<file path="config.mk">
export PLATFORM = sky130hd
export DESIGN_NAME = dadda_mult_pipe
export DESIGN_NICKNAME = d
export VERILOG_FILES = /design/src/rtl/dadda_mult_pipe.sv
export SDC_FILE = /design/constraint.sdc
export NUM_CORES = 1
export LEC_CHECK = 0
export ABC_AREA = 1
export CAP_MARGIN = 20
export CORE_UTILIZATION = 39
export CTS_BUF_LIST = sky130_fd_sc_hd__clkbuf_4 sky130_fd_sc_hd__clkbuf_8 sky130_fd_sc_hd__clkbuf_16
export CTS_CLUSTER_SIZE = 8
export DETAILED_ROUTE_END_ITERATION = 7
export GPL_ROUTABILITY_DRIVEN = 0
export GPL_TIMING_DRIVEN = 0
export SLEW_MARGIN = 15
export SYNTH_ARGS = -nofsm -noshare
export SYNTH_HDL_FRONTEND = slang
export SYNTH_SLANG_ARGS = --single-unit --ignore-timing --ignore-initial --compat-mode --unroll-limit 50000
export TNS_END_PERCENT = 50
</file>
<file path="constraint.sdc">
create_clock -name clk -period 2.1 [get_ports clk]
set_clock_uncertainty 0.2 [all_clocks]
set_input_delay 0.21 -clock clk [delete_from_list [all_inputs] [get_ports clk]]
set_output_delay 0.21 -clock clk [all_outputs]
set_load 0.1 [all_outputs]
</file>
<file path="src/rtl/dadda_mult_pipe.sv">
// Pipelined signed/unsigned multiplier on a Dadda reduction tree with valid/ready handshakes.
// Optional handshake counter (op_count, stats_clr) is compiled in when DADDA_MULT_STATS_EN is defined.
module dadda_mult_pipe #(
  parameter int WIDTH       = 8,
  parameter int PIPE_STAGES = 2
) (
  input  logic               clk,
  input  logic               rst,
  input  logic               in_valid,
  output logic               in_ready,
  input  logic [WIDTH-1:0]   a,
  input  logic [WIDTH-1:0]   b,
  input  logic               signed_mode,
  output logic               out_valid,
  input  logic               out_ready,
  output logic [2*WIDTH-1:0] p
`ifdef DADDA_MULT_STATS_EN
  ,
  input  logic               stats_clr,
  output logic [15:0]        op_count
`endif
);

  localparam int PW   = 2 * WIDTH;
  localparam int MAXH = WIDTH + 2;

  logic [PIPE_STAGES-1:0] vld;
  logic                   adv;
  logic [PW-1:0]          row0_c;
  logic [PW-1:0]          row1_c;

  function automatic int dadda_height(input int s);
    case (s)
      0:       return 2;
      1:       return 3;
      2:       return 4;
      3:       return 6;
      4:       return 9;
      5:       return 13;
      6:       return 19;
      default: return 28;
    endcase
  endfunction

  // Builds the (Baugh-Wooley when sm=1) bit matrix and reduces it to two rows.
  // The mode only flips the MSB-row/column bits and gates the two constant ones,
  // so the same tree shape serves both signed and unsigned products.
  function automatic void reduce_rows(input  logic [WIDTH-1:0] x,
                                      input  logic [WIDTH-1:0] y,
                                      input  logic             sm,
                                      output logic [PW-1:0]    r0,
                                      output logic [PW-1:0]    r1);
    logic cur [PW][MAXH];
    logic nxt [PW][MAXH];
    int   h   [PW];
    int   nh  [PW];
    int   d;
    int   idx;
    int   rem;
    logic inv;

    for (int c = 0; c < PW; c++) begin
      h[c] = 0;
      for (int k = 0; k < MAXH; k++) cur[c][k] = 1'b0;
    end

    for (int i = 0; i < WIDTH; i++) begin
      for (int j = 0; j < WIDTH; j++) begin
        inv = sm & ((i == WIDTH-1) != (j == WIDTH-1));
        cur[i+j][h[i+j]] = (x[j] & y[i]) ^ inv;
        h[i+j]++;
      end
    end
    cur[WIDTH][h[WIDTH]] = sm;
    h[WIDTH]++;
    cur[PW-1][h[PW-1]] = sm;
    h[PW-1]++;

    for (int s = 7; s >= 0; s--) begin
      d = dadda_height(s);
      if (d < WIDTH) begin
        for (int c = 0; c < PW; c++) begin
          nh[c] = 0;
          for (int k = 0; k < MAXH; k++) nxt[c][k] = 1'b0;
        end
        // Carries from column c land in column c+1 before c+1 is examined,
        // so each column's excess already accounts for incoming carries.
        for (int c = 0; c < PW; c++) begin
          idx = 0;
          for (int t = 0; t < MAXH; t++) begin
            rem = h[c] - idx;
            if ((rem + nh[c] - d >= 2) && (rem >= 3)) begin
              nxt[c][nh[c]] = cur[c][idx] ^ cur[c][idx+1] ^ cur[c][idx+2];
              nh[c]++;
              if (c + 1 < PW) begin
                nxt[c+1][nh[c+1]] = (cur[c][idx] & cur[c][idx+1]) |
                                    (cur[c][idx] & cur[c][idx+2]) |
                                    (cur[c][idx+1] & cur[c][idx+2]);
                nh[c+1]++;
              end
              idx = idx + 3;
            end else if ((rem + nh[c] - d >= 1) && (rem >= 2)) begin
              nxt[c][nh[c]] = cur[c][idx] ^ cur[c][idx+1];
              nh[c]++;
              if (c + 1 < PW) begin
                nxt[c+1][nh[c+1]] = cur[c][idx] & cur[c][idx+1];
                nh[c+1]++;
              end
              idx = idx + 2;
            end
          end
          for (int k = 0; k < MAXH; k++) begin
            if ((k >= idx) && (k < h[c])) begin
              nxt[c][nh[c]] = cur[c][k];
              nh[c]++;
            end
          end
        end
        cur = nxt;
        h   = nh;
      end
    end

    for (int c = 0; c < PW; c++) begin
      r0[c] = cur[c][0];
      r1[c] = cur[c][1];
    end
  endfunction

  // Reduction tree sits in front of the first register rank.
  always_comb begin
    row0_c = '0;
    row1_c = '0;
    reduce_rows(a, b, signed_mode, row0_c, row1_c);
  end

  assign out_valid = vld[PIPE_STAGES-1];
  assign adv       = !out_valid || out_ready;
  assign in_ready  = adv;

  // Global stall: every rank's valid bit shifts only when the output can move.
  always_ff @(posedge clk or posedge rst) begin
    if (rst) begin
      vld <= '0;
    end else if (adv) begin
      vld[0] <= in_valid;
      for (int k = 1; k < PIPE_STAGES; k++) vld[k] <= vld[k-1];
    end
  end

  if (PIPE_STAGES == 1) begin : g_single
    logic [PW-1:0] prod_q;

    // Single rank: the carry-propagate add runs straight into the output register.
    always_ff @(posedge clk or posedge rst) begin
      if (rst) begin
        prod_q <= '0;
      end else if (adv && in_valid) begin
        prod_q <= row0_c + row1_c;
      end
    end

    assign p = prod_q;
  end else begin : g_multi
    logic [PW-1:0] row0_q;
    logic [PW-1:0] row1_q;
    logic [PW-1:0] prod_q [PIPE_STAGES-1];

    // Rank 1 holds the two reduced rows, rank 2 the summed product, later ranks delay it.
    // Data only loads behind a valid bit so p keeps its last value across bubbles.
    always_ff @(posedge clk or posedge rst) begin
      if (rst) begin
        row0_q <= '0;
        row1_q <= '0;
        for (int k = 0; k < PIPE_STAGES-1; k++) prod_q[k] <= '0;
      end else if (adv) begin
        if (in_valid) begin
          row0_q <= row0_c;
          row1_q <= row1_c;
        end
        if (vld[0]) prod_q[0] <= row0_q + row1_q;
        for (int k = 1; k < PIPE_STAGES-1; k++) begin
          if (vld[k]) prod_q[k] <= prod_q[k-1];
        end
      end
    end

    assign p = prod_q[PIPE_STAGES-2];
  end

`ifdef DADDA_MULT_STATS_EN
  // Counts completed output handshakes; a clear wins over a same-edge increment.
  always_ff @(posedge clk or posedge rst) begin
    if (rst) begin
      op_count <= 16'd0;
    end else if (stats_clr) begin
      op_count <= 16'd0;
    end else if (out_valid && out_ready) begin
      op_count <= op_count + 16'd1;
    end
  end
`endif

endmodule
</file>
==> Word level (Yosys, flattened, before mapping) <==
Index checks and enable logic that the tools add are counted.
{ "classes": {"add_sub_neg": 1, "bitwise": 342, "n_reduce_logical": 4} }
{ "op_table": {"columns": ["operator", "n"], "rows": [
  ["AND 1 bit", 178],
  ["XOR 1 bit", 92],
  ["bitwise OR 1 bit", 72],
  ["adder 16 x 15 -> 16 bit", 1],
  ["AND reduction 2 bit", 2],
  ["zero test 1 bit", 1],
  ["logical OR 1 bit", 1]
]} }
{ "word_totals": {"output_inout_bits": 18, "input_bits": 21, "ff_bits": 48, "elab_cells": 351} }

==> Logic depth before layout (Yosys ltp) <==
{ "logic_depth": {"ltp_word": 14, "mapped_depth": 11, "mapped_depth_nobuf": 11} }

==> Worst setup path before layout <==
OpenSTA, ideal clock, no wires.
{ "synth_path": {"kind": "input -> register", "start": "input signed_mode", "end": "register g_multi.row1_q[7]", "path_stages": 11, "t_required_ns": 1.783, "path_buffers": 1, "arrival_ns": 2.880, "slack_ns": -1.096, "setup_time_ns": 0.117, "path_cell_list": "buf_4 > clkinv_1 > xor2_1 > fa_1 > fa_1 > inv_1 > fa_1 > inv_1 > fa_1 > nand2_1 > nand2_1"} }
{ "synth_between": {"elab_chain_len": 8, "word_cells_on_any_way": 10, "cone_classes": "bitwise: 10"} }
{ "synth_lines": {"columns": ["item", "line_no", "rtl"], "rows": [
  ["start, declared", "13", "input logic signed_mode,"],
  ["XOR 1 bit", "70", "cur[i+j][h[i+j]] = (x[j] & y[i]) ^ inv;"],
  ["XOR 1 bit", "93", "nxt[c][nh[c]] = cur[c][idx] ^ cur[c][idx+1] ^ cur[c][idx+2];"],
  ["XOR 1 bit", null, null],
  ["XOR 1 bit (4 in a row)", "93", null],
  ["XOR 1 bit *", "93", null],
  ["net row1_c[7]", "30", "logic [PW-1:0] row1_c;"],
  ["end signal, assigned", "179", "row1_q <= row1_c;"],
  ["end, declared", "166", "logic [PW-1:0] row1_q;"]
]} }
The timed path passes the listed nets; every way through them passes the cells marked *.
A chain may end at the register's enable or synchronous reset.

==> Worst setup path in the final report <==
{ "layout_path": {"start": "input signed_mode", "end": "register g_multi.row1_q[9]"} }
{ "layout_between": {"elab_chain_len": 11, "word_cells_on_any_way": 52, "cone_classes": "bitwise: 52"} }
{ "layout_lines": {"columns": ["item", "line_no", "rtl"], "rows": [
  ["XOR 1 bit", "70", null],
  ["XOR 1 bit or AND 1 bit (tied branches)", null, null],
  ["XOR 1 bit or bitwise OR 1 bit (tied branches)", null, null],
  ["AND 1 bit or bitwise OR 1 bit (tied branches)", null, null],
  ["bitwise OR 1 bit, or another cell as far along", "96", "nxt[c+1][nh[c+1]] = (cur[c][idx] & cur[c][idx+1]) |"],
  ["bitwise OR 1 bit, or another cell as far along", "97", "(cur[c][idx] & cur[c][idx+2]) |"],
  ["AND 1 bit, or another cell as far along", null, null],
  ["bitwise OR 1 bit or XOR 1 bit (tied branches)", null, null],
  ["bitwise OR 1 bit or XOR 1 bit (tied branches)", "97, 93", null],
  ["XOR 1 bit", null, null],
  ["XOR 1 bit *", "93", null],
  ["net row1_c[9]", "30", null]
]} }
Marked as above.

==> impl_metrics.csv <==
group,metric,value,unit
routing,drc,0,
power_and_ir_drop,switching_share,52.18,%
cts,clk_latency,0.31,ns
cts,root_buffer,"clkbuf_8",
sta,clock.fmax,374.5,MHz
global_routing,grt_max_degree,35,
placement,port_buffers,23,
worst_setup_path,end_kind,"flop",
hold_path,hp-class,"input port to flop",
cells_and_area,multiInputGateArea,0.002561,mm^2
cts,h-tree-depth,2,
power_and_ir_drop,p_switching,0.002855,W
floorplan,coreArea,0.01032,mm^2
logic_synthesis,synth_area_leaders,"dfrtp_1 29%, nand2_1 20%, fa_1 17%",
routing,wire_per_inst,11.96,um
worst_setup_path,required,2.10,ns
global_routing,antenna_found_initial,0,
logic_synthesis,avgSynthCellArea,7.396,um^2
routing,vias,3361,
cts,clock-sinks,48,
global_routing,grt_pass1_wl,15970,um
worst_setup_path,cp_slowest_cell,"fa_2",
worst_setup_path,critical_path.top_delay_family,"adder cells",
cts,cts_tree,"yes",
power_and_ir_drop,power.share.sequential,25.6,%
logic_synthesis,synth.area.mux_share,0,%
logic_synthesis,synth_top_family_by_area,"simple AND/OR/NAND/NOR gates",
logic_synthesis,synthSimpleGateAreaFrac,27.06,%
worst_setup_path,arrival,2.67,ns
sta,fin_setup_tns,-5.453,ns
logic_synthesis,synth-compound-area-share,3.703,%
logic_synthesis,synthXorXnorAreaFrac,3.793,%
logic_synthesis,yosysTopAreaCell,"dfrtp_1",
floorplan,rows,37,
hold_path,holdPathEnd,"g_multi.row1_q[1]",
global_routing,grt_usage,17.91,%
cells_and_area,nets,685,
floorplan,die_x,105.2,um
worst_setup_path,start_kind,"input port",
cells_and_area,drive_above_1_share,18.06,%
cells_and_area,area_delta_synth_final,24.23,%
job,maxCapViolCount,0,
sta,setup_viol,15,
run_status,violations,"setup timing",
logic_synthesis,syn_nets,639,
placement,place_area,0.004760,mm^2
power_and_ir_drop,power,0.005470,W
logic_synthesis,yosys_register_bits,48,
floorplan,io_pins,39,
worst_setup_path,r2r_start,"g_multi.row0_q[1]",
hold_path,hp-start,"b[1]",
worst_setup_path,cp_cell_sequence,"buf_12, clkinv_8, xor2_4, fa_2, inv_2, fa_2, fa_1, inv_1, fa_1, nand2_1, nand2_1",
cells_and_area,nFillCells,1046,
worst_setup_path,regToRegSetupSlack,0.13,ns
power_and_ir_drop,pwr-share-comb,61.5,%
sta,holdWs,0.02946,ns
logic_synthesis,synthAdderAreaFrac,23.36,%
sta,rsz0062_at_grt,"true",
cells_and_area,seqCellArea,0.001202,mm^2
power_and_ir_drop,vdd_drop_max,832.0,uV
floorplan,initial_utilization,40.26,%
logic_synthesis,ys_warn_count,0,
routing,firstDrtPassIters,4,
global_routing,grt_pass1_vias,3439,
run_status,outcome,"finished, violations left",
routing,wirelength,8909,um
cts,clk_pin_slew,0.09,ns
power_and_ir_drop,powerDensity,1059,mW/mm^2
worst_setup_path,r2r_cells,11,
worst_setup_path,worstPathMaxFanout,5,
routing,ant_nets,0,
sta,finalCritPeriodShare,127.1,%
global_routing,grt-ovfl-total,0,
cells_and_area,antenna_cells,0,
routing,dr.first_iter.drc_count,127,
routing,vias_per_cell,4.511,
hold_path,whs_path_depth,3,
sta,timing.final.ws_setup,-0.5701,ns
worst_setup_path,crit_type,"input port to flop",
logic_synthesis,synth_cells,562,
power_and_ir_drop,intPower,0.002616,W
floorplan,dieArea,0.01107,mm^2
power_and_ir_drop,pwr-share-clk,13.0,%
logic_synthesis,synth_top_area_share,28.90,%
logic_synthesis,synthDistinctLibCells,30,
worst_setup_path,cpPeakStageDelay,0.53,ns
cts,clockBufferDepth,2,
floorplan,dieHeight,105.2,um
power_and_ir_drop,cellLeakagePower,2.893,nW
sta,hold_viol,0,
logic_synthesis,synth_area,0.004156,mm^2
sta,layout_min_cycle_time,2.670,ns
cts,cts_made_buffers,5,
cells_and_area,final_area,0.005164,mm^2
sta,relSlewSlack,36.63,%
sta,worstMarginPinSlew,0.9543,ns
worst_setup_path,timing.critical_path.buf_inv,4,
worst_setup_path,rr_endpoint,"p[13]",
logic_synthesis,ys_seq_area_share,28.90,%
placement,place_hpwl,7120,um
sta,drv_slew,0,
cell usage in the layout, fill, tap and decap left out, types with 10 or more instances in the layout:
master         count
buf_4             10
clkbuf_8          11
dfrtp_1           47
dlygate4sd2_1     18
fa_1              19
fa_2              17
ha_1              18
inv_1             97
inv_2             17
nand2_1          211
nand3_1           20
o21ai_0           12
xor2_1            12
what timing repair did:
action / 4_1_cts / 5_1_grt
endpoints found under the hold margin: 16 / 0
resized for setup: 66 / 13
setup buffers: 10 / 3
hold buffers: 2 / 0
pin swaps: 31 / 10
setup endpoints to repair: 36 / 18
metrics by stage:
step | utilization (%) | cells | setup slack, ns
after global placement | 45.91 | 721 | -1.079
after global routing | 50.02 | 745 | -0.6278
final | 50.02 | 745 | -0.5701
after detailed placement | 46.10 | 722 | -1.099
after CTS | 49.44 | 742 | -0.5468
after floorplan | - | 562 | -0.8134
registers in the layout (all words and copies together), names as in the netlist:
signal and cells:
g_multi.row0_q 16, p 16, g_multi.row1_q 14, vld 2
area by class of cell:
type	count	share of cell area, %
flip-flops and latches	48	23.29
clock buffers	6	1.599
repair buffers	39	7.003
multi-input cells	375	49.60
clock inverters	2	0.7512
plain buffers	24	5.864
inverters	115	8.602
well taps	136	3.295
synthesized netlist by cell type:
master	instances
nand2_1	222
inv_1	109
dfrtp_1	48
fa_1	36
ha_1	20
nand3_1	20
clkbuf_1	15
xor2_1	15
o21ai_0	12
a21oi_1	9
nor2_1	8
o21ai_1	7
buf_2	6
inv_2	5
nand2_2	5
nor2_2	5
nand3b_1	3
xnor2_1	3
buf_6	2
nand4_1	2
a31oi_1	1
buf_4	1
clkinv_1	1
nand2_4	1
nand3_2	1
nor2_4	1
nor2_8	1
nor3_1	1
o21bai_1	1
or2_1	1
worst min-delay path: stages:
cell and delay [ns]:
clkbuf_16 0.14, nand2_1 0.06, o21ai_0 0.08
logic make-up (layout without fill, tap and decap cells):
family / after synthesis / in the layout
simple gates: 271 / 271
buf+inv: 139 / 186
fa+ha+maj: 56 / 56
flops: 48 / 48
compound gates: 30 / 30
xor+xnor: 18 / 18
how the worst max path moves through the flow:
stage | slack [ns] | startpoint | to | cells after the start
finish | -0.57 | signed_mode | g_multi.row1_q[9] | 11
global route | -0.63 | signed_mode | g_multi.row1_q[9] | 11
CTS | -0.55 | signed_mode | g_multi.row1_q[9] | 11
detailed placement | -1.10 | b[7] | g_multi.row1_q[10] | 10
global placement | -1.08 | b[7] | g_multi.row1_q[10] | 10
floorplan | -0.81 | b[2] | g_multi.row1_q[9] | 11
power by group through the flow:
stage                     combinational [W]  clock (W)  sequential, W
after global placement              0.00333          0        0.00141
after floorplan                     0.00166          0        0.00241
after CTS                           0.00336   0.000731        0.00140
after global routing                0.00374   0.000768        0.00143
after detailed placement            0.00338          0        0.00142
final                               0.00336   0.000710        0.00140
routing by layer:
layer | up-vias | GRT usage, % | part of all wire [%]
met5 | - | 0 | 0
met4 | 0 | 5.231 | 1.1
met3 | 6 | 1.608 | 2.7
met2 | 59 | 32.19 | 50
met1 | 1556 | 22.84 | 46
li1 | 1740 | - | -
Power figures use the tool's default switching activity.
